===== src/rtl/spi_wb_pkg.sv =====
// -----------------------------------------------------------------------------
// spi_wb_pkg
// Shared definitions for the SPI-to-Wishbone command bridge:
//   - state_t      : bridge FSM states
//   - CMD_WE_BIT   : command byte bit that selects write (1) or read (0)
//   - CMD_ADR_MSB  : top bit of the address field in the command byte
//   - RD_ERR_BYTE  : byte returned to the SPI master when a read times out
// -----------------------------------------------------------------------------
package spi_wb_pkg;

  typedef enum logic [2:0] {
    IDLE     = 3'd0,
    GET_DATA = 3'd1,
    WB_REQ   = 3'd2,
    WB_WAIT  = 3'd3,
    TX_PUSH  = 3'd4
  } state_t;

  localparam int CMD_WE_BIT  = 7;
  localparam int CMD_ADR_MSB = 6;

  localparam logic [7:0] RD_ERR_BYTE = 8'hFF;

endpackage : spi_wb_pkg


===== src/rtl/spi_wb_bridge.sv =====
// -----------------------------------------------------------------------------
// spi_wb_bridge
// Consumes bytes from the SPI receive path (already in the clk domain, one
// cycle strobes), decodes a 1- or 2-byte command and runs a single 8-bit
// Wishbone classic cycle. Read results go back to the SPI transmit path over
// a valid/ready handshake. Bytes arriving while a command is in flight are
// dropped and counted; a bus cycle with no ack is aborted after TIMEOUT clks.
//
// Command byte: bit7 = we, bits6:0 = address (only addr[AW-1:0] is used).
//   write: <cmd with we=1> <data byte>
//   read : <cmd with we=0>            -> one byte pushed on tx
//
// Ports:
//   clk, rst          system clock, synchronous active-high reset
//   rx_data, rx_stb   received byte and its one-cycle strobe
//   tx_data, tx_stb   read-result byte, held valid until tx_ready
//   tx_ready          transmit path accepts tx_data
//   wb_cyc, wb_stb    Wishbone cycle / strobe
//   wb_we, wb_adr     Wishbone write enable / address
//   wb_dat_o          Wishbone write data
//   wb_dat_i, wb_ack  Wishbone read data / acknowledge
//   overrun           saturating count of dropped bytes
//   timeout           sticky flag, set when a bus cycle was aborted
//
// All outputs are registered; there is no input-to-output combinational path.
// -----------------------------------------------------------------------------
module spi_wb_bridge
  import spi_wb_pkg::*;
#(
  parameter int AW      = 7,    // 1..7, address bits taken from the command byte
  parameter int TIMEOUT = 255   // clk cycles to wait for wb_ack
) (
  input  logic          clk,
  input  logic          rst,
  input  logic [7:0]    rx_data,
  input  logic          rx_stb,
  output logic [7:0]    tx_data,
  output logic          tx_stb,
  input  logic          tx_ready,
  output logic          wb_cyc,
  output logic          wb_stb,
  output logic          wb_we,
  output logic [AW-1:0] wb_adr,
  output logic [7:0]    wb_dat_o,
  input  logic [7:0]    wb_dat_i,
  input  logic          wb_ack,
  output logic [7:0]    overrun,
  output logic          timeout
);

  // Wide enough to hold TIMEOUT itself.
  localparam int CW = $clog2(TIMEOUT + 1);

  state_t        state;
  logic          we_q;      // latched command direction
  logic [CW-1:0] to_cnt;    // cycles spent in WB_WAIT without ack

  // Address field of the incoming command byte; bits above AW are ignored.
  logic [CMD_ADR_MSB:0] cmd_adr;
  assign cmd_adr = rx_data[CMD_ADR_MSB:0];

  // A command is in flight: new bytes cannot be accepted and are dropped.
  logic busy;
  assign busy = (state == WB_REQ) || (state == WB_WAIT) || (state == TX_PUSH);

  // NOTE: all state below is updated with non-blocking assignments so every
  // register samples the pre-edge values of the others, matching hardware.
  always_ff @(posedge clk) begin
    if (rst) begin
      state    <= IDLE;
      we_q     <= 1'b0;
      to_cnt   <= '0;
      tx_data  <= 8'h00;
      tx_stb   <= 1'b0;
      wb_cyc   <= 1'b0;
      wb_stb   <= 1'b0;
      wb_we    <= 1'b0;
      wb_adr   <= '0;
      wb_dat_o <= 8'h00;
      overrun  <= 8'h00;
      timeout  <= 1'b0;
    end else begin
      // Dropped-byte counter runs independently of the state transitions,
      // so a byte that races the tx handshake is still counted.
      if (busy && rx_stb && (overrun != 8'hFF)) begin
        overrun <= overrun + 8'd1;
      end

      case (state)
        IDLE: begin
          if (rx_stb) begin
            we_q   <= rx_data[CMD_WE_BIT];
            wb_adr <= cmd_adr[AW-1:0];
            state  <= rx_data[CMD_WE_BIT] ? GET_DATA : WB_REQ;
          end
        end

        GET_DATA: begin
          if (rx_stb) begin
            wb_dat_o <= rx_data;
            state    <= WB_REQ;
          end
        end

        WB_REQ: begin
          wb_cyc <= 1'b1;
          wb_stb <= 1'b1;
          wb_we  <= we_q;
          to_cnt <= '0;
          state  <= WB_WAIT;
        end

        WB_WAIT: begin
          if (wb_ack) begin
            // Ack is checked first, so an ack on the final wait cycle wins
            // over the timeout.
            wb_cyc <= 1'b0;
            wb_stb <= 1'b0;
            wb_we  <= 1'b0;
            if (we_q) begin
              state <= IDLE;
            end else begin
              tx_data <= wb_dat_i;
              tx_stb  <= 1'b1;
              state   <= TX_PUSH;
            end
          end else begin
            // to_cnt counts completed no-ack cycles; when this cycle brings
            // it to TIMEOUT, the bus has been held for TIMEOUT cycles.
            to_cnt <= to_cnt + CW'(1);
            if (to_cnt == CW'(TIMEOUT - 1)) begin
              wb_cyc  <= 1'b0;
              wb_stb  <= 1'b0;
              wb_we   <= 1'b0;
              timeout <= 1'b1;
              if (we_q) begin
                state <= IDLE;
              end else begin
                tx_data <= RD_ERR_BYTE;
                tx_stb  <= 1'b1;
                state   <= TX_PUSH;
              end
            end
          end
        end

        TX_PUSH: begin
          // tx_stb is always high here; tx_data is untouched until accepted.
          if (tx_ready) begin
            tx_stb <= 1'b0;
            state  <= IDLE;
          end
        end

        default: begin
          state <= IDLE;
        end
      endcase
    end
  end

endmodule : spi_wb_bridge


===== config.mk =====
export PLATFORM = sky130hd
export DESIGN_NAME = spi_wb_bridge
export DESIGN_NICKNAME = d
export VERILOG_FILES = /design/src/rtl/spi_wb_pkg.sv /design/src/rtl/spi_wb_bridge.sv
export SDC_FILE = /design/constraint.sdc
export NUM_CORES = 1
export LEC_CHECK = 0
export BUFFER_PORTS_ARGS = -buffer_cell sky130_fd_sc_hd__clkbuf_2
export CAP_MARGIN = 20
export CORE_MARGIN = 2
export CORE_UTILIZATION = 40
export DETAILED_ROUTE_END_ITERATION = 6
export GPL_ROUTABILITY_DRIVEN = 0
export PLACE_DENSITY = 0.74
export SLEW_MARGIN = 25
export SYNTH_ARGS = -nofsm -noshare
export SYNTH_HDL_FRONTEND = slang
export SYNTH_SLANG_ARGS = --single-unit
export TNS_END_PERCENT = 5

===== constraint.sdc =====
create_clock -name clk -period 2.1 [get_ports clk]
set_input_delay 0.525 -clock clk [delete_from_list [all_inputs] [get_ports clk]]
set_output_delay 0.525 -clock clk [all_outputs]
set_load 0.05 [all_outputs]

==> results of run 1 <==
## cell type report
type / count / area, um^2 / area share
multi-input combinational: 153 / 965 / 0.398
sequential: 47 / 941 / 0.389
timing repair buffer: 60 / 310 / 0.128
tap: 67 / 83.8 / 0.0346
clock buffer: 6 / 82.6 / 0.0341
inverter: 6 / 22.5 / 0.00930
clock inverter: 2 / 16.3 / 0.00672
## layer usage
| layer | routed length [um] | up-vias | part of all wire |
|---|---|---|---|
| li1 | - | 888 | - |
| met3 | 217 | 7 | 0.053 |
| met2 | 1840 | 42 | 0.45 |
| met5 | 0 | - | 0 |
| met1 | 1970 | 799 | 0.48 |
| met4 | 44 | 0 | 0.011 |
## sequential cells by signal, summed over array words and instances (netlist names)
register	count
overrun	8
state	3
timeout	1
to_cnt	8
tx_data	8
tx_stb	1
wb_adr	7
wb_dat_o	8
wb_stb	1
wb_we	1
we_q	1
## worst max-delay path: stages, from the launching register on
cell and delay, ns:
dfxtp_1 0.55, nor3b_2 0.31, o221ai_2 0.29, or4_1 0.54, a21oi_1 0.15
## metrics by stage
| step | worst slack (ns) | power, mW |
|---|---|---|
| 2_1_floorplan | 0.250 | 1.19 |
| 3_3_place_gp | 0.293 | 1.27 |
| 5_1_grt | 0.0560 | 1.91 |
| 6_report | 0.195 | 1.82 |
| 4_1_cts | 0.214 | 1.85 |
| 3_5_place_dp | 0.222 | 1.27 |
## cell families (layout without fill, tap and decap cells)
group,Yosys count,in the layout
flops,47,47
simple gates,81,81
fa+ha+maj,3,3
mux,10,10
compound gates,57,57
buf+inv,17,74
xor+xnor,2,2
## worst max-delay path by stage
| stage | start | slack [ns] | cells past startpoint | endpoint |
|---|---|---|---|---|
| CTS | state[2] | 0.21 | 4 | overrun[5] |
| finish | state[2] | 0.19 | 4 | overrun[7] |
| detailed placement | state[2] | 0.22 | 4 | overrun[7] |
| global placement | state[2] | 0.29 | 4 | overrun[7] |
| global route | state[2] | 0.06 | 4 | overrun[7] |
| floorplan | overrun[0] | 0.25 | 6 | overrun[1] |
## cell usage in the layout, fill, tap and decap left out, drive strengths merged, types with 2 or more instances in the layout
master and instances:
nand4 5, o31ai 3, buf 4, o221a 8
dfxtp 47, nor3b 2, a21oi 26, nor2b 2
nor2 19, o21ai 10, ha 3, nand2 25
nand2b 3, nand3 6, o21a 5, nand3b 2
inv 6, mux2i 10, or3 7, or4 3
clkbuf 62
## power breakdown
| group | switching (mW) | total [mW] | internal (mW) | leakage (nW) |
|---|---|---|---|---|
| clock network | 0.306 | 0.575 | 0.269 | 0.0474 |
| registers | 0.0272 | 0.951 | 0.924 | 0.381 |
| logic | 0.204 | 0.296 | 0.0924 | 0.547 |
| total | 0.537 | 1.82 | 1.28 | 0.975 |
==> metrics.cfg, run 1 <==
[clocking]
clk_latency_ns=0.30
hold_buffers=0
clk_pin_slew_ns=0.09
cts_tree=yes
cts_setup_buffers=0
cts_buffer_depth=2
numCtsBuffers=5
clkSinkCount=47
htreeDepth=2
post_cts_resized=0
clk_root_buffer_cell=clkbuf_8

[power_and_ir_drop]
powerDensity_nw_per_um2=752
leakagePower_nw=0.975
ir_drop_mv=0.540

[worst_setup_path]
r2r_start=state[2]
worstPathArrival_ns=2.14
path_max_fanout=14
cp.required_ns=2.33
r2r_slack_ns=0.19
critPathLaunchType=flip-flop
rr_endpoint=overrun[7]
end_kind=flip-flop
path_class=flip-flop to flip-flop
reg2reg_depth=4

[finish]
postLayoutCellArea_um2=2420
fin_nets=297
nFillCells=483
final_util=0.509
areaGrowthSynthToFinish_pct=22.6
layoutNonFillerInstCount=341
drive_above_1_share=0.299
antennaDiodeCount=0

[global_routing]
grt_overflow=0
grt_antenna_before_repair=0
grtUsageMet1=0.201
use_met3=0.0474
grt_use_total=0.161
grt-busiest-layer=met2
grt_max_degree=31
use_met2=0.276
grt_pass1_wl_mm=6.96
grt_pass1_vias=1529

[timing]
relSlewSlack=0.599
clock.fmax_mhz=525
fin_crit_sh=0.907
fin_crit_ns=1.91
whs_ns=0.451
worst_slew_pin_slew_ns=0.601
setup_viol=0
tns_ns=0
report.final.hold_viol_count=0
rsz0062_at_grt=no
finalClockSkew_ns=0.00413
finalMaxSlewViolations=0

[synthesis]
syn-num-nets=241
ys_seq_area_frac=0.477
muxShareOfSynthArea=0.0507
synth-compound-area-share=0.191
synth-edff-count=0
synthSimpleGateAreaFrac=0.216
synth_warnings=0
synthTopCellsByCount=dfxtp_1, a21oi_1, nand2_1
synth_top_family_by_area=simple AND/OR/NAND/NOR gates
synthAdderAreaFrac=0.0190
avgSynthCellArea_um2=9.10
synthDistinctLibCells=37
yosysMostFrequentCell=dfxtp_1
synth_top_area_share=0.477
ys_ff_latch=47
async_flop_share=0
yosys.area_share.xor_xnor=0.00887
synth_top_cell_by_area=dfxtp_1
synth.area.top_cells=dfxtp_1, a21oi_1, mux2i_1, nand2_1, o221a_2
syn-cell-area_um2=1970
synth_cells=217
ys.flop_type=dfxtp_1

[floorplanning]
die_h_um=74.3
start_util=0.415
dieArea_um2=5510
io_pins=57
rows=25
fp.coreArea_um2=4750
fp.dieW_um=74.3

[outcome]
status=finished clean

[hold_path]
hp-start=rx_data[4]
hold-path-endpoint=wb_adr[4]
hp-class=primary input to flip-flop
whs_path_depth=3

[drt]
ant_nets=0
wl_per_cell_um=12.0
drc=0
dr.pass1.iters=6
wirelength_mm=4.08
drt_iter0_markers=75
drt-vias-per-instance=5.09
vias=1736

[placed_design]
place_area_um2=2320
dpl.cell_count=333
dp_hpwl_mm=2.93
port_buffers=56

[flow_run]
cap_violations=0

No activity file was read; power rests on OpenSTA's default activity.
==> run 2: changes to the inputs <==
--- a/config.mk
+++ b/config.mk
@@ -8,10 +8,10 @@
 export BUFFER_PORTS_ARGS = -buffer_cell sky130_fd_sc_hd__clkbuf_2
 export CAP_MARGIN = 20
 export CORE_MARGIN = 2
-export CORE_UTILIZATION = 40
+export CORE_UTILIZATION = 50
 export DETAILED_ROUTE_END_ITERATION = 6
 export GPL_ROUTABILITY_DRIVEN = 0
-export PLACE_DENSITY = 0.74
+export PLACE_DENSITY = 0.87
 export SLEW_MARGIN = 25
 export SYNTH_ARGS = -nofsm -noshare
 export SYNTH_HDL_FRONTEND = slang
==> run 2 against run 1 <==
Register-to-register slack barely moved; cell area fell by 1.6%; critical path depth did not move; combinational power fell by 3%; total power fell by 0.71%; via count rose by 1.6%; clock skew rose by 0.0044 ns; setup slack got worse by 0.0043 ns; sequential power rose by 0.7%; global-route usage rose by 4.8 points; clock-buffer cell count fell by 1.
==> metrics.cfg, run 2 (synthesis results as in run 1) <==
[worst_setup_path]
end_kind=flip-flop
path_class=flip-flop to flip-flop
cp_slowest_cell=dfxtp_1
reg2reg_depth=4
worstPathArrival_ns=2.15
worst_path_largest_cell_delay_ns=0.61
cp.required_ns=2.34
crit_start=state[1]
path_max_fanout=14
critPathLaunchType=flip-flop
path_cells=and2b_1, o221ai_2, or4_1, a21oi_1
r2r_start=state[1]

[timing]
finalClockSkew_ns=0.00850
report.final.hold_viol_count=0
finalMaxSlewViolations=0
fin_crit_ns=1.91
clock.fmax_mhz=524
fin_crit_sh=0.909
relSlewSlack=0.596
worst_slew_pin_slew_ns=0.606
tns_ns=0
setup_viol=0
rsz0062_at_grt=no

[power_and_ir_drop]
leakagePower_nw=0.972
ir_drop_mv=0.529
powerDensity_nw_per_um2=759
power_mw=1.81

[clocking]
cts_buffer_depth=2
clk_pin_slew_ns=0.10
clk_latency_ns=0.30
hold_buffers=0
clkSinkCount=47
cts_tree=yes
clk_root_buffer_cell=clkbuf_8
htreeDepth=2
numCtsBuffers=5

[finish]
final_util=0.641
antennaDiodeCount=0
regArea_um2=942
nFillCells=327
postLayoutCellArea_um2=2380
drive_above_1_share=0.300
most-common-layout-cells=clkbuf_2, dfxtp_1, a21oi_1, nand2_1, nor2_1
areaGrowthSynthToFinish_pct=20.7
layout_commonest_cell=clkbuf_2
multi_input_area_um2=965
layoutNonFillerInstCount=321
fin_nets=296

[hold_path]
hp-start=rx_data[1]
whs_path_depth=3
hp-class=primary input to flip-flop

[floorplanning]
start_util=0.531
io_pins=57
fp.dieW_um=66.8
die_h_um=66.8
rows=22
dieArea_um2=4470
fp.coreArea_um2=3720

[global_routing]
grt_overflow=0
grt_pass1_wl_mm=7.12
grt_pass1_vias=1681
grt_max_degree=31
grt_use_total=0.208
grt_antenna_before_repair=0

[drt]
drt-vias-per-instance=5.50
wirelength_mm=4.27
dr.pass1.iters=5
wl_per_cell_um=13.3
drt_iter0_markers=74
ant_nets=0
vias=1764
drc=0

[outcome]
status=finished clean

[flow_run]
cap_violations=0

[placed_design]
port_buffers=56
place_area_um2=2290
dpl.cell_count=313
dp_hpwl_mm=3.02

[run 2: changes by cell type in the layout (fill, tap and decap cells not counted)]
cell,delta
buf_4,-1
clkinv_2,+1
dfxtp_1,-1
clkinv_4,-1
clkinvlp_4,-1
dfxtp_2,+1
clkbuf_8,-1
inv_6,+2
[run 2: cell type report]
cell class,count,area share
Clock buffer,5,0.0289
Clock inverter,3,0.00945
Inverter,6,0.00945
Multi-Input combinational cell,153,0.405
Sequential cell,47,0.395
Tap cell,48,0.0252
Timing Repair Buffer,59,0.127
[run 2: worst paths after layout]
| kind | endpoint | slack (ns) |
|---|---|---|
| worst min-delay path | wb_adr[1] | 0.45 |
| worst max register to register | overrun[7] | 0.19 |
| worst min register to register | wb_adr[1] | 0.46 |
| worst max-delay path | overrun[7] | 0.19 |
[run 2: layer usage]
metal | GRT usage | vias up | part of all wire
met5 | 0 | - | 0
met3 | 0.0709 | 7 | 0.070
met2 | 0.341 | 61 | 0.45
met4 | 0.0944 | 0 | 0.012
li1 | - | 890 | -
met1 | 0.244 | 806 | 0.47
[run 2: power by group]
group | total, mW | switching [mW] | internal, mW | leakage, nW
Sequential | 0.958 | 0.0343 | 0.924 | 0.381
Combinational | 0.288 | 0.199 | 0.0896 | 0.542
Clock | 0.562 | 0.321 | 0.241 | 0.0489
Total | 1.81 | 0.554 | 1.25 | 0.972
[run 2: critical path: cells and delay by family (launching register included)]
kind	cells	cell delay, ns
flip-flops	1	0.61
AO/OA/AOI/OAI	2	0.42
AND/OR/NAND/NOR	2	0.82
[run 2: repair_timing]
action | 4_1_cts | 5_1_grt
setup endpoints to repair | 0 | 2
setup buffers | 0 | 0
gates resized for setup | 0 | 1
[run 2: stage by stage]
| step | hold WS (ns) | setup slack [ns] |
|---|---|---|
| after floorplan | 0.441 | 0.250 |
| after global placement | 0.441 | 0.312 |
| after detailed placement | 0.449 | 0.196 |
| after CTS | 0.440 | 0.179 |
| after global routing | 0.459 | 0.0463 |
| final | 0.447 | 0.190 |
